==> config.mk <==
export PLATFORM = sky130hd
export DESIGN_NAME = pipelined_cla_adder
export DESIGN_NICKNAME = d
export VERILOG_FILES = /design/src/rtl/pipelined_cla_adder.sv
export SDC_FILE = /design/constraint.sdc
export NUM_CORES = 1
export LEC_CHECK = 0
export BUFFER_PORTS_ARGS = -buffer_cell sky130_fd_sc_hd__buf_2
export CORE_MARGIN = 2
export CORE_UTILIZATION = 55
export DETAILED_ROUTE_END_ITERATION = 12
export HOLD_SLACK_MARGIN = 0.1
export MAX_ROUTING_LAYER = met4
export PLACE_DENSITY = 0.78
export SYNTH_ARGS = -nofsm -noshare
export SYNTH_HDL_FRONTEND = slang
export SYNTH_SLANG_ARGS = --single-unit
export TNS_END_PERCENT = 50
==> constraint.sdc <==
create_clock -name clk -period 10.3 [get_ports clk]
set_input_delay 1.03 -clock clk [delete_from_list [all_inputs] [get_ports clk]]
set_output_delay 1.03 -clock clk [all_outputs]
set_load 0.05 [all_outputs]
==> src/rtl/pipelined_cla_adder.sv <==
// Pipelined carry-lookahead adder: one GROUP-bit lookahead group per stage, carry registered
// between stages, with a global valid/ready advance shared by every stage.
module pipelined_cla_adder #(
  parameter int unsigned WIDTH = 16,
  parameter int unsigned GROUP = 4
) (
  input  logic             clk,
  input  logic             rst_n,
  input  logic             in_valid,
  output logic             in_ready,
  input  logic [WIDTH-1:0] in1,
  input  logic [WIDTH-1:0] in2,
  input  logic             cin,
  output logic             out_valid,
  input  logic             out_ready,
  output logic [WIDTH-1:0] sum,
  output logic             cout,
  output logic             ovf
);

  localparam int unsigned N = WIDTH / GROUP;

  // Fully expanded lookahead carries c[0..GROUP] for one group; c[0] is the group carry-in.
  function automatic logic [GROUP:0] cla_carry(input logic [GROUP-1:0] a,
                                               input logic [GROUP-1:0] b,
                                               input logic             c0);
    logic [GROUP-1:0] p;
    logic [GROUP-1:0] g;
    logic [GROUP:0]   c;
    logic             term;
    p    = a ^ b;
    g    = a & b;
    c    = '0;
    c[0] = c0;
    for (int unsigned i = 0; i < GROUP; i++) begin
      term = c0;
      for (int unsigned j = 0; j <= i; j++) term = term & p[j];
      c[i+1] = term;
      for (int unsigned j = 0; j <= i; j++) begin
        term = g[j];
        for (int unsigned k = j + 1; k <= i; k++) term = term & p[k];
        c[i+1] = c[i+1] | term;
      end
    end
    return c;
  endfunction

  logic             adv;
  logic [WIDTH-1:0] a_q [N];
  logic [WIDTH-1:0] b_q [N];
  logic [WIDTH-1:0] s_q [N];
  logic             c_q [N];
  logic             v_q [N];
  logic             ovf_q;

  logic [WIDTH-1:0] a_d [N];
  logic [WIDTH-1:0] b_d [N];
  logic [WIDTH-1:0] s_d [N];
  logic             c_d [N];
  logic             v_d [N];
  logic             ovf_d;

  assign adv = !v_q[N-1] | out_ready;

  for (genvar s = 0; s < N; s++) begin : g_stage
    logic [WIDTH-1:0] src_a;
    logic [WIDTH-1:0] src_b;
    logic [WIDTH-1:0] src_s;
    logic             src_c;
    logic             src_v;
    logic [GROUP-1:0] ga;
    logic [GROUP-1:0] gb;
    logic [GROUP:0]   cc;
    logic [WIDTH-1:0] nxt_s;

    if (s == 0) begin : g_first
      assign src_a = in1;
      assign src_b = in2;
      assign src_s = '0;
      assign src_c = cin;
      assign src_v = in_valid;
    end else begin : g_next
      assign src_a = a_q[s-1];
      assign src_b = b_q[s-1];
      assign src_s = s_q[s-1];
      assign src_c = c_q[s-1];
      assign src_v = v_q[s-1];
    end

    assign ga = src_a[s*GROUP +: GROUP];
    assign gb = src_b[s*GROUP +: GROUP];
    assign cc = cla_carry(ga, gb, src_c);

    always_comb begin
      nxt_s = src_s;
      nxt_s[s*GROUP +: GROUP] = ga ^ gb ^ cc[GROUP-1:0];
    end

    assign a_d[s] = src_a;
    assign b_d[s] = src_b;
    assign s_d[s] = nxt_s;
    assign c_d[s] = cc[GROUP];
    assign v_d[s] = src_v;

    // Carry into the MSB lives only inside the last group.
    if (s == N - 1) begin : g_ovf
      assign ovf_d = cc[GROUP-1] ^ cc[GROUP];
    end
  end

  always_ff @(posedge clk) begin
    if (!rst_n) begin
      for (int unsigned s = 0; s < N; s++) begin
        a_q[s] <= '0;
        b_q[s] <= '0;
        s_q[s] <= '0;
        c_q[s] <= 1'b0;
        v_q[s] <= 1'b0;
      end
      ovf_q <= 1'b0;
    end else if (adv) begin
      for (int unsigned s = 0; s < N; s++) begin
        a_q[s] <= a_d[s];
        b_q[s] <= b_d[s];
        s_q[s] <= s_d[s];
        c_q[s] <= c_d[s];
        v_q[s] <= v_d[s];
      end
      ovf_q <= ovf_d;
    end
  end

  assign in_ready  = adv;
  assign out_valid = v_q[N-1];
  assign sum       = s_q[N-1];
  assign cout      = c_q[N-1];
  assign ovf       = ovf_q;

endmodule

==> results of run 1 <==
## cells in the mapped netlist, types with 4 or more instances
master    number  area share
ha_1          20       0.059
nor2_1         5      0.0044
nor3_1         5      0.0059
buf_2          5      0.0059
edfxtp_1      93        0.65
nand3b_1       4      0.0070
o21ai_0        4      0.0047
o21a_1         8       0.014
clkbuf_2       7      0.0082
fa_1           4       0.019
clkbuf_1       6      0.0053
dfxtp_1        4       0.019
xnor2_1        4      0.0082
nor3_2         4      0.0094
and3_1        80        0.12
## cell families (layout without fill, tap and decap cells)
kind of cell | after synthesis | in the layout | synth area share
DFF | 97 | 97 | 0.673
muxes | 3 | 3 | 0.00703
AOI/OAI and AO/OA | 23 | 23 | 0.0387
xor gates and xnor gates | 4 | 4 | 0.00820
buffers and inverters | 22 | 77 | 0.0272
adders and majority gates | 24 | 24 | 0.0774
and+or+nand+nor | 112 | 112 | 0.169
## per-layer routing
metal  GRT usage  vias to the layer above  wire, um
met4      0.0896                        0       153
met3      0.0296                       13       245
met1       0.214                     1151      2910
met2       0.268                       55      3210
met5           -                        -         0
li1            -                     1193         -
## layout make-up
class,count,share of cell area
Timing Repair Buffer,60,0.0649
Inverter,1,0.000785
Tap cell,102,0.0267
Clock inverter,6,0.0123
Sequential cell,97,0.601
Multi-Input combinational cell,166,0.268
Clock buffer,10,0.0267
## power by group
part	total [uW]	switching, uW	internal [uW]	leakage, uW
combinational	68.2	40.5	27.7	0.00113
sequential	464	6.80	457	0.00114
clock	236	125	111	0.0000897
total	768	172	595	0.00235
## worst max path at each step
stage / startpoint / endpoint / slack, ns / cells past startpoint
6_report: out_ready / in_ready / 7.67 / 3
5_1_grt: out_ready / in_ready / 7.66 / 3
4_1_cts: out_ready / in_ready / 7.68 / 3
3_5_place_dp: out_ready / s_q[1][6] / 7.60 / 5
3_3_place_gp: out_ready / ovf / 7.63 / 5
2_1_floorplan: rst_n / a_q[0][10] / 5.79 / 3
## flip-flops by register name, summed over array words and instances (netlist names)
register and cells:
s_q 40, ovf 1, a_q 24, v_q 4, b_q 24, c_q 4
## layout by cell type (no fill, tap or decap), types with 5 or more instances in the layout
| cell type | synthesis | layout |
|---|---|---|
| and3_1 | 80 | 80 |
| buf_2 | 5 | 56 |
| clkbuf_8 | 0 | 9 |
| edfxtp_1 | 93 | 93 |
| ha_1 | 20 | 20 |
| nor2_1 | 5 | 5 |
| nor3_1 | 5 | 5 |
| o21a_1 | 8 | 8 |
## through the flow
stage	setup slack (ns)	util	total power (uW)	hold slack, ns
floorplan	5.79	-	522	0.528
global placement	7.63	0.604	539	0.531
detailed placement	7.60	0.604	541	0.536
CTS	7.68	0.629	772	0.557
global route	7.66	0.629	794	0.573
finish	7.67	0.629	768	0.549
## worst register-to-register path, stage by stage, from the launching register on
cell	delay, ns
edfxtp_1	0.53
nand2b_2	0.13
buf_4	0.58
nand2_2	0.37
nor3_2	0.28
==> run summary, run 1 <==
status -> completed
Tightest Pin Transition -> 0.717 ns
Leakage -> 0.00235 uW
flop-to-flop setup slack -> 8.26 ns
Die Area -> 8490 um^2
Detailed Routing Iterations Pass 1 -> 4
Sink Count -> 97
number of cells on the worst hold path -> 1
CTS H-Tree Depth -> 3
CTS clock-pin slew for the worst setup and hold paths -> 0.09 ns
Setup Fix Bufs, Post-CTS -> 0
fill count -> 580
Layout Cells excl Fill -> 442
Synth Flop Type -> edfxtp_1
Post-Synthesis Cell Area -> 4270 um^2
Worst Hold Class -> flip-flop to flip-flop
Die Y-Extent -> 92.1 um
multi-input logic area -> 1280 um^2
CTS Root Cell -> clkbuf_8
WP buf/inv -> 2
total grt overflow -> 0
vias in the first global route -> 2356
delay-heaviest family, CP -> buffers and inverters
Initial Utilization -> 0.561
WL/cell -> 14.7 um
first-pass GRT wire length -> 10.8 mm
fin crit share -> 0.255
Storage cell area -> 2870 um^2
initial DRC count -> 164
CTS Buffer Depth -> 2
FF+latch count, synth -> 97
DRT antenna net count -> 0
Critical Path RT -> 9.27 ns
Max rail drop VDD -> 0.0000775 V
worst-path fanout max -> 6
count of cell types in the netlist -> 34
io pins -> 57
Mapped Nets -> 346
most frequent CP cell -> buf_2
FF-to-FF End -> s_q[1][6]
r2r worst-path depth -> 4
CP startpoint kind -> input port
endpoint type of the worst setup path -> output port
CTS Hold Bufs -> 0
Slew Viols, Final -> 0
Setup violations, final -> 0
total CTS buffers -> 9
antenna violations before repair -> 0
fmax -> 0.381 GHz
Skew-Pair Late Insertion Delay -> 0.36 ns
CP peak stage delay -> 0.26 ns
Syn Area/Cell -> 15.0 um^2
via count -> 2412
# DRC -> 0
die width -> 92.1 um
Hold Startpoint -> a_q[0][28]
R2R Path Start -> v_q[0][3]
post-synthesis cell count -> 285
Post-DP Area -> 4600 um^2
sequential area share after synthesis -> 0.673
GP Congestion -> 0.736
Finished Cell Area -> 4780 um^2
Power Dens Cells -> 161 nW/um^2
Row Count -> 32
Ys Warns -> 0
dpl cells -> 426
EDFF count, synth -> 93
layout cells sized above 1 -> 0.250
Crit Path Class -> input port to output port
WP data arrival -> 1.60 ns
Hold Crit Endpoint -> a_q[0][44]
CTS tree -> done
Max Cap Viol -> 0
RSZ-0062 raised after global routing -> no
final hold vios -> 0
Via density -> 5.46
Tot GR Track Use -> 0.171
post-route setup TNS -> 0 ns
CP Cell Sequence -> buf_2 -> nand2b_2 -> buf_2
largest net degree at the start of global routing -> 97
drt total wl -> 6.52 mm
ys async rst share -> 0
CP max-delay cell -> buf_2
PortBufs -> 56
Core Region -> 7610 um^2
Final nets -> 396
Slew headroom -> 0.522
n_diodes -> 0
Setup Skew -> 0.00776 ns
Tmin final -> 2.63 ns
Synth-to-Final Area Change -> 12.0%
PostCTS Resize Cnt -> 0
Detail Placement HPWL -> 3.89 mm
Power figures use the tool's default switching activity.
==> run 2: changes to the inputs <==
- ABC_AREA: default -> 1
- CORE_UTILIZATION: 55 -> 52
- PLACE_DENSITY: 0.78 -> 0.77
- clock period: 10.3 -> 2.35 ns (I/O delays scaled with it)
==> run 2 against run 1 <==
Effect of this change:
- global-route usage decreased by 1.3 points
- non-clock buffer count unchanged
- core utilization decreased by 3.2 points
- via count is 6.1% higher
- sequential share of layout area shrank 0.84 points
- synthesized area rose by 0.70%
- die area grew 6.2%
- clock-buffer cell count is 1 higher
- power rose to 4.3 times the previous value
- flip-flop and latch count did not move
- clock power grew to 3.9 times the previous value
==> run summary, run 2 <==
fin crit share -> 0.729
Row Count -> 33
Setup Slack @ Placement -> 0.623 ns
WP data arrival -> 1.82 ns
CP Capture Point -> c_q[3]
Die Y-Extent -> 94.9 um
n_diodes -> 0
Leakage -> 0.00233 uW
cell taking the most area after synthesis -> edfxtp_1
Layout Cells excl Fill -> 550
Detailed Routing Iterations Pass 1 -> 4
CTS H-Tree Depth -> 3
fill count -> 700
endpoint type of the worst setup path -> flip-flop
Slew headroom -> 0.733
status -> completed
most frequent CP cell -> ha_1
layout cells sized above 1 -> 0.189
sequential area share after synthesis -> 0.668
total grt overflow -> 0
Detail Placement HPWL -> 4.28 mm
fin util -> 0.596
GP Congestion -> 0.791
Crit Path Class -> flip-flop to flip-flop
Core Region -> 8130 um^2
antenna violations before repair -> 0
EDFF count, synth -> 93
Worst Hold Class -> input port to flip-flop
Syn Area/Cell -> 11.3 um^2
first-pass GRT wire length -> 10.3 mm
Synth-to-Final Area Change -> 12.8%
CTS Root Cell -> clkbuf_8
Critical Path RT -> 2.46 ns
CTS Buffer Depth -> 2
multi-input logic area -> 1010 um^2
CP startpoint kind -> flip-flop
fmax -> 0.584 GHz
# DRC -> 0
ys async rst share -> 0
post-synthesis cell count -> 379
flop-to-flop setup slack -> 0.64 ns
Skew-Pair Late Insertion Delay -> 0.35 ns
PostCTS Resize Cnt -> 0
Mapped Nets -> 440
R2R Path Start -> a_q[0][44]
Sink Count -> 97
CP Cell Sequence -> ha_1 -> ha_1 -> nand2_1 -> nand3b_2 -> nand2_2 -> a21oi_2 -> nor2_1 -> nor2_2
Setup Fix Bufs, Post-CTS -> 0
WL/cell -> 11.4 um
total CTS buffers -> 9
Commonest cells post-synth -> 93 x edfxtp_1, 93 x nor2_1, 90 x inv_1
vias in the first global route -> 2486
Slew Viols, Final -> 0
most flop-heavy register -> s_q
synth top area cells -> edfxtp_1 65%, nor2_1 8.1%, inv_1 7.9%, ha_1 5.8%, nand2_1 3.1%
r2r worst-path depth -> 8
FF+latch count, synth -> 97
Final nets -> 501
most frequent cells in the layout -> 93 x edfxtp_1, 92 x nor2_1, 89 x inv_1, 56 x buf_2, 35 x nand2_1
CTS Hold Bufs -> 0
PortBufs -> 56
Setup violations, final -> 0
die width -> 94.9 um
initial DRC count -> 148
io pins -> 57
CP max-delay cell -> edfxtp_1
count of cell types in the netlist -> 22
Die Area -> 9010 um^2
Tmin final -> 1.71 ns
biggest regs -> s_q: 40 flops, a_q: 24 flops, b_q: 24 flops
via count -> 2559
Post-Synthesis Cell Area -> 4300 um^2
drt total wl -> 6.25 mm
Crit. Startpoint -> a_q[0][44]
Ys Warns -> 0
CTS tree -> done
FF-to-FF End -> c_q[3]
Max Cap Viol -> 0
DRT antenna net count -> 0
Max rail drop VDD -> 0.000273 V
Initial Utilization -> 0.529
Setup Skew -> 0.0120 ns
Storage cell area -> 2870 um^2
worst-path fanout max -> 3
Fin Hold WS -> 0.173 ns
Synth Flop Type -> edfxtp_1
Tot GR Track Use -> 0.157
final hold vios -> 0
max reg flops -> 40
CP peak stage delay -> 0.43 ns
RSZ-0062 raised after global routing -> no
final worst slack -> 0.638 ns
dpl cells -> 534
largest net degree at the start of global routing -> 65
top-area cell type share of the netlist area -> 0.649
most common cell after layout, fill and taps aside -> edfxtp_1
Via density -> 4.65
Power Dens Cells -> 683 nW/um^2
Tightest Pin Transition -> 0.400 ns
CTS clock-pin slew for the worst setup and hold paths -> 0.09 ns
## run 2: worst max-delay path, delay by kind of cell (launching register included)
kind                     cells  cell delay (ns)
AO/OA/AOI/OAI                1             0.06
adder cells (fa/ha/maj)      2             0.54
flip-flops                   1             0.43
AND/OR/NAND/NOR              5             0.44
## run 2: stage by stage
stage | setup TNS (ns) | instance area [um^2] | total power (uW)
3_3_place_gp | 0 | 4690 | 2410
2_1_floorplan | -47.17 | 4320 | 2340
3_5_place_dp | 0 | 4690 | 2430
6_report | 0 | 4850 | 3310
4_1_cts | 0 | 4850 | 3350
5_1_grt | 0 | 4850 | 3470
## run 2: routing by layer
layer / global-route usage / wire (um) / up-vias
met2: 0.272 / 3210 / 64
met1: 0.170 / 2640 / 1186
met3: 0.0303 / 311 / 10
met4: 0.0857 / 90 / 0
met5: - / 0 / -
li1: - / - / 1299
## run 2: worst min-delay path by stage
stage          depth (start not counted)          to  slack, ns     from
3_3_place_gp                           2         ovf       0.44      ovf
4_1_cts                                3   a_q[0][6]       0.15   in1[6]
3_5_place_dp                           2         ovf       0.45      ovf
5_1_grt                                3  a_q[0][11]       0.18  in1[11]
6_report                               3   a_q[0][6]       0.17   in1[6]
2_1_floorplan                          2  a_q[0][14]       0.44  in1[14]
## run 2: final cells by class
type,count,share of cell area
Multi-Input combinational cell,180,0.208
Clock inverter,5,0.00671
Sequential cell,97,0.592
Timing Repair Buffer,60,0.0666
Tap cell,105,0.0271
Inverter,92,0.0720
Clock buffer,11,0.0271
## run 2: logic make-up (layout without fill, tap and decap cells)
kind of cell / count (synthesis) / count (layout) / share of synthesized area
adders and majority gates: 24 / 24 / 0.0768
buffers and inverters: 102 / 168 / 0.101
AOI/OAI and AO/OA: 11 / 11 / 0.0137
and+or+nand+nor: 141 / 141 / 0.132
DFF: 97 / 97 / 0.668
xor gates and xnor gates: 4 / 4 / 0.00815
## run 2: report_power, final
part	leakage, uW	switching [uW]	internal (uW)
Sequential	0.00114	35.9	2010
Combinational	0.00111	221	115
Clock	0.0000753	543	382
Total	0.00233	800	2510
